--- config.mk ---
export PLATFORM = sky130hd
export DESIGN_NAME = food_vend_ctrl_flat
export DESIGN_NICKNAME = d
export VERILOG_FILES = /design/src/rtl/food_vend_if.sv /design/src/rtl/food_vend_ctrl.sv /design/src/flat_wrapper.sv
export SDC_FILE = /design/constraint.sdc
export NUM_CORES = 1
export LEC_CHECK = 0
export CAP_MARGIN = 30
export CORE_MARGIN = 10
export CORE_UTILIZATION = 35
export DETAILED_ROUTE_END_ITERATION = 16
export GPL_ROUTABILITY_DRIVEN = 0
export SLEW_MARGIN = 40
export SYNTH_ARGS = -nofsm -noshare
export SYNTH_HDL_FRONTEND = slang
export SYNTH_SLANG_ARGS = --single-unit
--- constraint.sdc ---
create_clock -name clk -period 4.6 [get_ports clk]
set_input_delay 0.92 -clock clk [delete_from_list [all_inputs] [get_ports clk]]
set_output_delay 0.92 -clock clk [all_outputs]
set_load 0.05 [all_outputs]
--- src/rtl/food_vend_if.sv ---
`default_nettype none
// ============================================================================
// Module      : food_vend_if
// Description : Bundle of coin, selection, refill, dispenser and status
//               signals between a vending front-end and food_vend_ctrl.
//               master = front-end / environment, slave = controller.
// Revision    : 1.0 - initial release
// ============================================================================
interface food_vend_if #(
    parameter int N_ITEMS  = 4,
    parameter int CREDIT_W = 8,
    parameter int ID_W     = 2
);
    logic                          coin_valid;
    logic [1:0]                    coin_val;
    logic                          sel_valid;
    logic [ID_W-1:0]               sel_id;
    logic                          cancel;
    logic [N_ITEMS*CREDIT_W-1:0]   prices;
    logic                          refill;
    logic [ID_W-1:0]               refill_id;
    logic                          vend_ready;
    logic [CREDIT_W-1:0]           credit;
    logic                          vend_valid;
    logic [ID_W-1:0]               vend_id;
    logic                          change_pulse;
    logic                          coin_reject;
    logic                          err_soldout;
    logic                          err_funds;
    logic                          busy;
    logic [N_ITEMS-1:0]            stock_empty;

    modport master (
        output coin_valid, coin_val, sel_valid, sel_id, cancel, prices,
               refill, refill_id, vend_ready,
        input  credit, vend_valid, vend_id, change_pulse, coin_reject,
               err_soldout, err_funds, busy, stock_empty
    );

    modport slave (
        input  coin_valid, coin_val, sel_valid, sel_id, cancel, prices,
               refill, refill_id, vend_ready,
        output credit, vend_valid, vend_id, change_pulse, coin_reject,
               err_soldout, err_funds, busy, stock_empty
    );
endinterface
`default_nettype wire

--- src/rtl/food_vend_ctrl.sv ---
`default_nettype none
// ============================================================================
// Module      : food_vend_ctrl
// Description : Coin-operated food vending controller. Accumulates credit,
//               validates selections against per-slot stock and price,
//               hands a vend request to the dispenser and pays change out
//               one unit per cycle.
// Ports       : clk    - rising-edge clock
//               rst_n  - asynchronous active-low reset
//               bus    - food_vend_if.slave (coin/select/cancel/refill
//                        strobes, static prices, dispenser handshake,
//                        registered credit/vend/change/error/status outputs)
// Revision    : 1.0 - initial release
// ============================================================================
module food_vend_ctrl #(
    parameter int N_ITEMS  = 4,
    parameter int CREDIT_W = 8,
    parameter int STOCK_W  = 4,
    parameter int ID_W     = 2
) (
    input  wire logic     clk,
    input  wire logic     rst_n,
    food_vend_if.slave    bus
);
    localparam logic [STOCK_W-1:0]  c_STOCK_FULL = '1;
    localparam logic [CREDIT_W-1:0] c_ONE        = CREDIT_W'(1);

    typedef enum logic [1:0] {
        S_IDLE   = 2'd0,
        S_VEND   = 2'd1,
        S_CHANGE = 2'd2
    } state_t;

    state_t                 r_state;
    logic [CREDIT_W-1:0]    r_credit;
    logic                   r_vend_valid;
    logic [ID_W-1:0]        r_vend_id;
    logic                   r_change_pulse;
    logic                   r_coin_reject;
    logic                   r_err_soldout;
    logic                   r_err_funds;
    logic                   r_busy;
    logic [N_ITEMS-1:0]     r_stock_empty;
    logic [STOCK_W-1:0]     r_stock [N_ITEMS];

    logic [STOCK_W-1:0]     w_stock_nxt [N_ITEMS];
    logic [CREDIT_W-1:0]    w_price;
    logic [STOCK_W-1:0]     w_sel_stock;
    logic [CREDIT_W:0]      w_coin_amt;
    logic [CREDIT_W:0]      w_coin_sum;
    logic                   w_idle;
    logic                   w_sel_take;
    logic                   w_soldout;
    logic                   w_funds;
    logic                   w_vend_go;
    logic                   w_coin_ok;
    logic                   w_cancel_go;

    // Out-of-range ids match no slot, so they read back as zero stock and
    // are reported as sold out.
    always_comb begin
        w_price     = '0;
        w_sel_stock = '0;
        for (int i = 0; i < N_ITEMS; i++) begin
            if (int'(bus.sel_id) == i) begin
                w_price     = bus.prices[i*CREDIT_W +: CREDIT_W];
                w_sel_stock = r_stock[i];
            end
        end
    end

    always_comb begin
        case (bus.coin_val)
            2'd0:    w_coin_amt = (CREDIT_W+1)'(1);
            2'd1:    w_coin_amt = (CREDIT_W+1)'(2);
            2'd2:    w_coin_amt = (CREDIT_W+1)'(5);
            default: w_coin_amt = (CREDIT_W+1)'(10);
        endcase
    end

    // Extra carry bit detects a coin that would overflow the credit register.
    assign w_coin_sum  = {1'b0, r_credit} + w_coin_amt;
    assign w_idle      = (r_state == S_IDLE);
    // Any cancel strobe in IDLE occupies the top priority slot, even when
    // there is no credit to refund.
    assign w_sel_take  = w_idle && bus.sel_valid && !bus.cancel;
    assign w_soldout   = w_sel_take && (w_sel_stock == '0);
    assign w_funds     = w_sel_take && (w_sel_stock != '0) && (r_credit < w_price);
    assign w_vend_go   = w_sel_take && (w_sel_stock != '0) && (r_credit >= w_price);
    assign w_coin_ok   = w_idle && bus.coin_valid && !bus.cancel && !bus.sel_valid
                         && !w_coin_sum[CREDIT_W];
    assign w_cancel_go = w_idle && bus.cancel && (r_credit != '0);

    // Refill is applied after the vend decrement so it wins on a collision.
    always_comb begin
        for (int i = 0; i < N_ITEMS; i++) begin
            w_stock_nxt[i] = r_stock[i];
            if (w_vend_go && int'(bus.sel_id) == i)
                w_stock_nxt[i] = r_stock[i] - STOCK_W'(1);
            if (bus.refill && int'(bus.refill_id) == i)
                w_stock_nxt[i] = c_STOCK_FULL;
        end
    end

    always_ff @(posedge clk or negedge rst_n) begin
        if (!rst_n) begin
            r_state        <= S_IDLE;
            r_credit       <= '0;
            r_vend_valid   <= 1'b0;
            r_vend_id      <= '0;
            r_change_pulse <= 1'b0;
            r_coin_reject  <= 1'b0;
            r_err_soldout  <= 1'b0;
            r_err_funds    <= 1'b0;
            r_busy         <= 1'b0;
            r_stock_empty  <= '0;
            for (int i = 0; i < N_ITEMS; i++)
                r_stock[i] <= c_STOCK_FULL;
        end else begin
            for (int i = 0; i < N_ITEMS; i++) begin
                r_stock[i]       <= w_stock_nxt[i];
                r_stock_empty[i] <= (w_stock_nxt[i] == '0);
            end
            r_coin_reject  <= bus.coin_valid && !w_coin_ok;
            r_err_soldout  <= w_soldout;
            r_err_funds    <= w_funds;
            r_change_pulse <= 1'b0;

            // The first change unit is paid on the edge that enters CHANGE,
            // so credit N yields exactly N pulses.
            case (r_state)
                S_IDLE: begin
                    if (w_cancel_go) begin
                        r_state        <= S_CHANGE;
                        r_busy         <= 1'b1;
                        r_change_pulse <= 1'b1;
                        r_credit       <= r_credit - c_ONE;
                    end else if (w_vend_go) begin
                        r_state      <= S_VEND;
                        r_busy       <= 1'b1;
                        r_credit     <= r_credit - w_price;
                        r_vend_valid <= 1'b1;
                        r_vend_id    <= bus.sel_id;
                    end else if (w_coin_ok) begin
                        r_credit <= w_coin_sum[CREDIT_W-1:0];
                    end
                end
                S_VEND: begin
                    if (bus.vend_ready) begin
                        r_vend_valid <= 1'b0;
                        if (r_credit != '0) begin
                            r_state        <= S_CHANGE;
                            r_change_pulse <= 1'b1;
                            r_credit       <= r_credit - c_ONE;
                        end else begin
                            r_state <= S_IDLE;
                            r_busy  <= 1'b0;
                        end
                    end
                end
                S_CHANGE: begin
                    if (r_credit != '0) begin
                        r_change_pulse <= 1'b1;
                        r_credit       <= r_credit - c_ONE;
                    end else begin
                        r_state <= S_IDLE;
                        r_busy  <= 1'b0;
                    end
                end
                default: begin
                    r_state      <= S_IDLE;
                    r_busy       <= 1'b0;
                    r_vend_valid <= 1'b0;
                end
            endcase
        end
    end

    assign bus.credit       = r_credit;
    assign bus.vend_valid   = r_vend_valid;
    assign bus.vend_id      = r_vend_id;
    assign bus.change_pulse = r_change_pulse;
    assign bus.coin_reject  = r_coin_reject;
    assign bus.err_soldout  = r_err_soldout;
    assign bus.err_funds    = r_err_funds;
    assign bus.busy         = r_busy;
    assign bus.stock_empty  = r_stock_empty;
endmodule
`default_nettype wire

--- src/flat_wrapper.sv ---
// flat-port wrapper written by rule: the top's interface ports become plain ports
module food_vend_ctrl_flat 
#(
    parameter int N_ITEMS  = 4,
    parameter int CREDIT_W = 8,
    parameter int STOCK_W  = 4,
    parameter int ID_W     = 2
)
  (clk, rst_n, bus_coin_valid, bus_coin_val, bus_sel_valid, bus_sel_id, bus_cancel, bus_prices, bus_refill, bus_refill_id, bus_vend_ready, bus_credit, bus_vend_valid, bus_vend_id, bus_change_pulse, bus_coin_reject, bus_err_soldout, bus_err_funds, bus_busy, bus_stock_empty);
  food_vend_if #(.N_ITEMS(N_ITEMS), .CREDIT_W(CREDIT_W), .ID_W(ID_W)) bus_i ();
  input  wire logic clk;
  input  wire logic rst_n;
  input wire logic [$bits(bus_i.coin_valid)-1:0] bus_coin_valid;
  input wire logic [$bits(bus_i.coin_val)-1:0] bus_coin_val;
  input wire logic [$bits(bus_i.sel_valid)-1:0] bus_sel_valid;
  input wire logic [$bits(bus_i.sel_id)-1:0] bus_sel_id;
  input wire logic [$bits(bus_i.cancel)-1:0] bus_cancel;
  input wire logic [$bits(bus_i.prices)-1:0] bus_prices;
  input wire logic [$bits(bus_i.refill)-1:0] bus_refill;
  input wire logic [$bits(bus_i.refill_id)-1:0] bus_refill_id;
  input wire logic [$bits(bus_i.vend_ready)-1:0] bus_vend_ready;
  output wire logic [$bits(bus_i.credit)-1:0] bus_credit;
  output wire logic [$bits(bus_i.vend_valid)-1:0] bus_vend_valid;
  output wire logic [$bits(bus_i.vend_id)-1:0] bus_vend_id;
  output wire logic [$bits(bus_i.change_pulse)-1:0] bus_change_pulse;
  output wire logic [$bits(bus_i.coin_reject)-1:0] bus_coin_reject;
  output wire logic [$bits(bus_i.err_soldout)-1:0] bus_err_soldout;
  output wire logic [$bits(bus_i.err_funds)-1:0] bus_err_funds;
  output wire logic [$bits(bus_i.busy)-1:0] bus_busy;
  output wire logic [$bits(bus_i.stock_empty)-1:0] bus_stock_empty;
  assign bus_i.coin_valid = bus_coin_valid;
  assign bus_i.coin_val = bus_coin_val;
  assign bus_i.sel_valid = bus_sel_valid;
  assign bus_i.sel_id = bus_sel_id;
  assign bus_i.cancel = bus_cancel;
  assign bus_i.prices = bus_prices;
  assign bus_i.refill = bus_refill;
  assign bus_i.refill_id = bus_refill_id;
  assign bus_i.vend_ready = bus_vend_ready;
  assign bus_credit = bus_i.credit;
  assign bus_vend_valid = bus_i.vend_valid;
  assign bus_vend_id = bus_i.vend_id;
  assign bus_change_pulse = bus_i.change_pulse;
  assign bus_coin_reject = bus_i.coin_reject;
  assign bus_err_soldout = bus_i.err_soldout;
  assign bus_err_funds = bus_i.err_funds;
  assign bus_busy = bus_i.busy;
  assign bus_stock_empty = bus_i.stock_empty;
  food_vend_ctrl #(.N_ITEMS(N_ITEMS), .CREDIT_W(CREDIT_W), .STOCK_W(STOCK_W), .ID_W(ID_W)) u_core (.clk(clk), .rst_n(rst_n), .bus(bus_i));
endmodule
== Word-level counts from Yosys, hierarchy flattened ==
Cells that the tools add are included.

* Output and inout bits: 20
* Input port bits: 45
* Flip-flop bits (word level): 38
* Word-level logic and storage cells: 124

* Eq/ne operators: 16
* Add/sub/neg operators: 7
* Magnitude comparators: 2
* Reduce and logical (&&, ||, !) cells: 42
* Muxes and demuxes: 41
* Bitwise operators: 2

{| class="wikitable"
|+ Operator list
! operator !! count
|-
| $mux W8 || 9
|-
| $mux W4 || 12
|-
| $pmux W8 S3 || 1
|-
| $logic_and A1 B1 Y1 || 21
|-
| $logic_not A4 Y1 || 5
|-
| $sub A4 B1 Y4 const B || 4
|-
| $eq A2 B2 Y1 const B || 6
|-
| $pmux W4 S3 || 1
|-
| $mux W2 || 5
|-
| $add A8 B4 Y9 || 1
|-
| $mux W1 || 9
|-
| $pmux W1 S3 || 3
|-
| $reduce_and A3 Y1 || 3
|-
| $eq A2 B1 Y1 const B || 4
|-
| $ge A8 B8 Y1 || 1
|-
| $logic_not A2 Y1 || 4
|-
| $lt A8 B8 Y1 || 1
|-
| $ne A2 B2 Y1 const B || 4
|-
| $reduce_bool A8 Y1 || 1
|-
| $sub A8 B1 Y8 const B || 1
|-
| $sub A8 B8 Y8 || 1
|-
| $pmux W2 S3 || 1
|-
| $logic_not A1 Y1 || 4
|-
| $ne A4 B4 Y1 const B || 1
|-
| other kinds (6) || 7
|}

== Logic depth before layout (Yosys ltp) ==
* Word-level depth: 12
* Depth in mapped cells: 13
* Depth with buffers taken out: 11

== Worst setup path before layout ==
OpenSTA, ideal clock, no wires.

* Kind: input to register
* Start: in bus_sel_id[0]
* End: reg u_core.r_credit[6] (netlist: u_core.bus.credit[6])
* Data required time: 4.460 ns
* Cell stages on the path: 12
* Slack: 0.676 ns
* Arrival: 3.784 ns
* Path through: buf_1 > mux4_2 > inv_1 > ha_1 > a21oi_1 > nand3_1 > a21oi_2 > o211ai_4 > o211ai_4 > buf_6 > mux2i_1 > o311ai_1

* Longest elaborated chain between the ends: 11
* Elaborated cells between the ends (all ways): 22
* Those cells by class: 1 x add/sub; 1 x order compare; 4 x eq/ne; 11 x mux; 5 x reduce/logical

{| class="wikitable"
|+ RTL lines
! element !! line !! text
|-
| start: declaration || flat_wrapper.sv:16 || <nowiki>input wire logic [$bits(bus_i.sel_id)-1:0] bus_sel_id;</nowiki>
|-
| parallel branches: the longest is 11 deep, another holds $ge A8 B8 Y1 || - ||
|-
| end signal: assignment || food_vend_ctrl.sv:137 || <nowiki>r_credit <= r_credit - c_ONE;</nowiki>
|-
| end signal: assignment || food_vend_ctrl.sv:141 || <nowiki>r_credit <= r_credit - w_price;</nowiki>
|-
| end signal: assignment || food_vend_ctrl.sv:145 || <nowiki>r_credit <= w_coin_sum[CREDIT_W-1:0];</nowiki>
|-
| end: declaration || food_vend_ctrl.sv:35 || <nowiki>logic [CREDIT_W-1:0] r_credit;</nowiki>
|}

Several ways; the timed one is not identified.
A chain may end at the register's enable or synchronous reset.

== Worst setup path after layout ==
* Start: in bus_sel_id[0]
* End: reg u_core.r_credit[7] (netlist: u_core.bus.credit[7])

Same word-level chain as after synthesis.

==> impl_metrics.yaml <==
sta:
  clock_skew_ns: 0.008765
  post-route-period-util_pct: 82.78
  worst_slack_ns: 0.7921
  maxSlewHeadroom_pct: 62.16
  clock.fmax_mhz: 262.6
  slew_viol_final: 0
  worst_pin_slew_ns: 0.5659
  setup_viol: 0
  setup_tns_ns: 0
  finalHoldViolations: 0
  rsz0062_at_grt: "no"
  fin_crit_ns: 3.808
synthesis:
  synthMuxAreaShare_pct: 8.879
  seq_area_frac_synth_pct: 32.35
  synth_area_sq_um: 3002
  async_flop_share_pct: 100.0
  synth.avg_cell_area_sq_um: 9.236
  netlist_instances: 325
  synth_simple_gate_area_share_pct: 21.13
  ys_types: 61
  yosysWarnings: 0
  synth_top_family_by_area: "simple AND/OR/NAND/NOR gates"
  synth_fa_ha_area_share_pct: 10.09
  synthesis.nets: 393
  synth_compound_area_share_pct: 17.26
  synth_edf_count: 0
  synth_xor_area_share_pct: 5.252
  synth_ff_type: "dfrtp_1"
  ys_ff_latch: 38
worst_setup_path:
  cp_slowest_cell: "mux4_2"
  crit_path_start_kind: "input port"
  rr_worst_depth: 9
  crit_start: "bus_sel_id[0]"
  r2r-end: "u_core.bus.credit[7]"
  crit_end: "u_core.bus.credit[7]"
  cp-end-kind: "flop"
  critPathRequiredTime_ns: 4.77
  r2r_slack_ns: 1.72
  crit_top_cell: "buf_4"
  critPathMaxStageDelay_ns: 0.52
  path_class: "input port to flop"
  critical_path_arrival_ns: 3.98
  r2r_start: "u_core.bus.credit[1]"
  path_cells: "clkdlybuf4s50_1 > buf_4 > mux4_2 > inv_1 > ha_1 > a21oi_1 > nand3_1 > a21oi_2 > buf_4 > nor2_1 > buf_4 > o21ai_0 > a31oi_1 > o22a_1"
  critPathMaxFanout: 18
clocking:
  clk_pin_slew_ns: 0.07
  tritoncts: "built"
  cts.repair.resized: 0
  clock_path_buffers: 2
  cts.hold.buffers_added: 0
  cts_sinks: 38
  htreeDepth: 2
  clk_latency_ns: 0.29
  postCtsSetupRepairBufs: 0
  clockRootBuffer: "clkbuf_8"
  cts_made_buffers: 5
detailed_routing:
  drt-initial-drc-count: 85
  ant_nets: 0
  drc: 0
  dr.pass1.iters: 4
  wirelength_mm: 7.767
  via_count: 2656
  wire_per_inst_um: 15.60
  viasPerCell: 5.333
pwr:
  p_sw_share_pct: 47.71
  power.switching_mw: 1.069
  power_density_nw_per_um2: 577.2
  power_leakage_nw: 1.602
  p_clk_share_pct: 12.5
  p_seq_share_pct: 25.8
  combinationalPowerShare_pct: 61.6
  peakVddDrop_v: 0.0001657
  cellInternalPower_mw: 1.172
cells_and_area:
  num-fill-cells: 803
  nNetsFinal: 460
  stdcell_count: 498
  n_antenna_cell: 0
  area_growth_pct: 29.35
  drive_above_1_share_pct: 13.49
die:
  die_h_um: 112.6
  initial_core_util_pct: 36.17
  core_area_sq_um: 8299
  die_area_sq_um: 12680
  rows: 33
  die_w_um: 112.6
  ios: 65
hold_path:
  hp-class: "flop to flop"
run_status:
  outcome: "finished clean"
global_route:
  grt_first_pass_wirelength_mm: 12.85
  grt_pass1_vias: 2640
  grtUsageTotal_pct: 12.00
  overflow: 0
  grt_max_degree: 39
  antenna_found_initial: 0
placed_design:
  place_ws_ns: 0.4535
  dp.cells: 490
  hpwl_mm: 6.152
  port_buffers: 64
flow_run:
  max_cap_viol_count: 0
-- final cells by class --
cell class	count	area (sq um)	area share, %
clock buffers	7	76.32	1.966
clock inverters	1	30.03	0.7734
inverters	26	97.59	2.514
multi-input cells	250	1886	48.57
flip-flops and latches	38	970.9	25.01
well taps	105	131.4	3.384
repair buffers	71	690.7	17.79
-- power by group through the flow --
stage	combinational (mW)	sequential, mW	clock (mW)
after floorplan	0.861	0.729	0
after global placement	1.37	0.581	0
after detailed placement	1.38	0.587	0
after CTS	1.39	0.581	0.294
after global routing	1.52	0.603	0.308
final	1.38	0.579	0.281
-- kinds of logic after synthesis --
logic type	count (synthesis)
flip-flops	38
XOR/XNOR	18
multiplexers	15
buffers and inverters	37
adder cells (fa/ha/maj)	23
AO/OA/AOI/OAI	73
AND/OR/NAND/NOR	121
-- worst max-delay path: cells and delay by family --
kind                     cells  cell delay (ns)
adder cells (fa/ha/maj)      1             0.28
multiplexers                 1             0.52
AO/OA/AOI/OAI                5             0.89
AND/OR/NAND/NOR              2             0.19
buffers and inverters        5             1.15
-- layer usage --
metal / vias to the layer above / routed length (um) / track usage, %
li1: 1321 / - / -
met1: 1262 / 3532 / 15.35
met2: 69 / 3759 / 19.59
met3: 4 / 414 / 3.035
met4: 0 / 59 / 3.130
met5: - / 0 / 0
-- cell usage in the layout (no fill, tap or decap), types with 3 or more instances in the layout --
master / n
nand3_1: 13
a21oi_1: 22
nand2b_1: 3
nor2_1: 19
nor4_1: 5
ha_1: 21
clkdlybuf4s50_1: 63
nand2_1: 40
xor2_1: 3
mux2_2: 3
a211oi_1: 4
xnor2_1: 15
nor2b_1: 5
dfrtp_1: 22
buf_4: 8
inv_1: 26
clkbuf_8: 5
mux4_2: 9
a31oi_1: 5
mux2i_1: 3
dfstp_2: 16
a21o_1: 4
nor3_1: 14
nand4_1: 3
nor4b_1: 4
o21ai_0: 11
nand3b_1: 3
-- synthesized netlist by cell type, types with 3 or more instances --
| cell type | instances | area [sq um] |
|---|---|---|
| dfstp_2 | 16 | 420.4 |
| ha_1 | 21 | 262.8 |
| nor4_1 | 5 | 31.28 |
| nand4_1 | 3 | 18.77 |
| mux2_2 | 3 | 33.78 |
| nand2b_1 | 3 | 18.77 |
| o21ai_0 | 11 | 55.05 |
| a31oi_1 | 6 | 37.54 |
| nand3b_1 | 3 | 22.52 |
| a21o_1 | 4 | 30.03 |
| clkbuf_1 | 7 | 26.28 |
| mux4_2 | 9 | 202.7 |
| nand3_1 | 13 | 65.06 |
| nand2_1 | 40 | 150.1 |
| a211oi_1 | 4 | 30.03 |
| nor2b_1 | 5 | 31.28 |
| xnor2_1 | 15 | 131.4 |
| inv_1 | 26 | 97.59 |
| xor2_1 | 3 | 26.28 |
| mux2i_1 | 3 | 30.03 |
| dfrtp_1 | 22 | 550.5 |
| a21oi_1 | 22 | 110.1 |
| nor4b_1 | 4 | 35.03 |
| nor2_1 | 19 | 71.32 |
| nor3_1 | 14 | 70.07 |
-- per-stage QoR --
stage                     total power, mW  area [sq um]  hold WS (ns)  util (%)
after floorplan                     1.590          3002        0.4465         -
after global placement              1.949          3767        0.4604     45.39
after detailed placement            1.969          3776        0.4631     45.50
after CTS                           2.265          3882        0.4754     46.78
after global routing                2.433          3882        0.5041     46.78
final                               2.241          3882        0.4753     46.78
-- worst min-delay path by stage --
stage	end	slack, ns	depth (start not counted)	from
global route	u_core.r_stock[11]	0.50	2	u_core.r_stock[11]
global placement	u_core.r_stock[15]	0.46	2	u_core.r_stock[15]
detailed placement	u_core.r_stock[7]	0.46	2	u_core.r_stock[7]
CTS	u_core.r_stock[7]	0.48	2	u_core.r_stock[7]
floorplan	u_core.r_stock[15]	0.45	2	u_core.r_stock[15]
finish	u_core.r_stock[7]	0.48	2	u_core.r_stock[7]
-- flip-flops by register name (all words and copies together) (netlist names) --
signal,flops
u_core.r_stock,16
u_core.bus.credit,8
u_core.bus.stock_empty,4
u_core.bus.vend_id,2
u_core.r_state,2
u_core.bus.busy,1
u_core.bus.change_pulse,1
u_core.bus.coin_reject,1
u_core.bus.err_funds,1
u_core.bus.err_soldout,1
u_core.bus.vend_valid,1
Note: power is estimated with default switching activity, not from simulation.
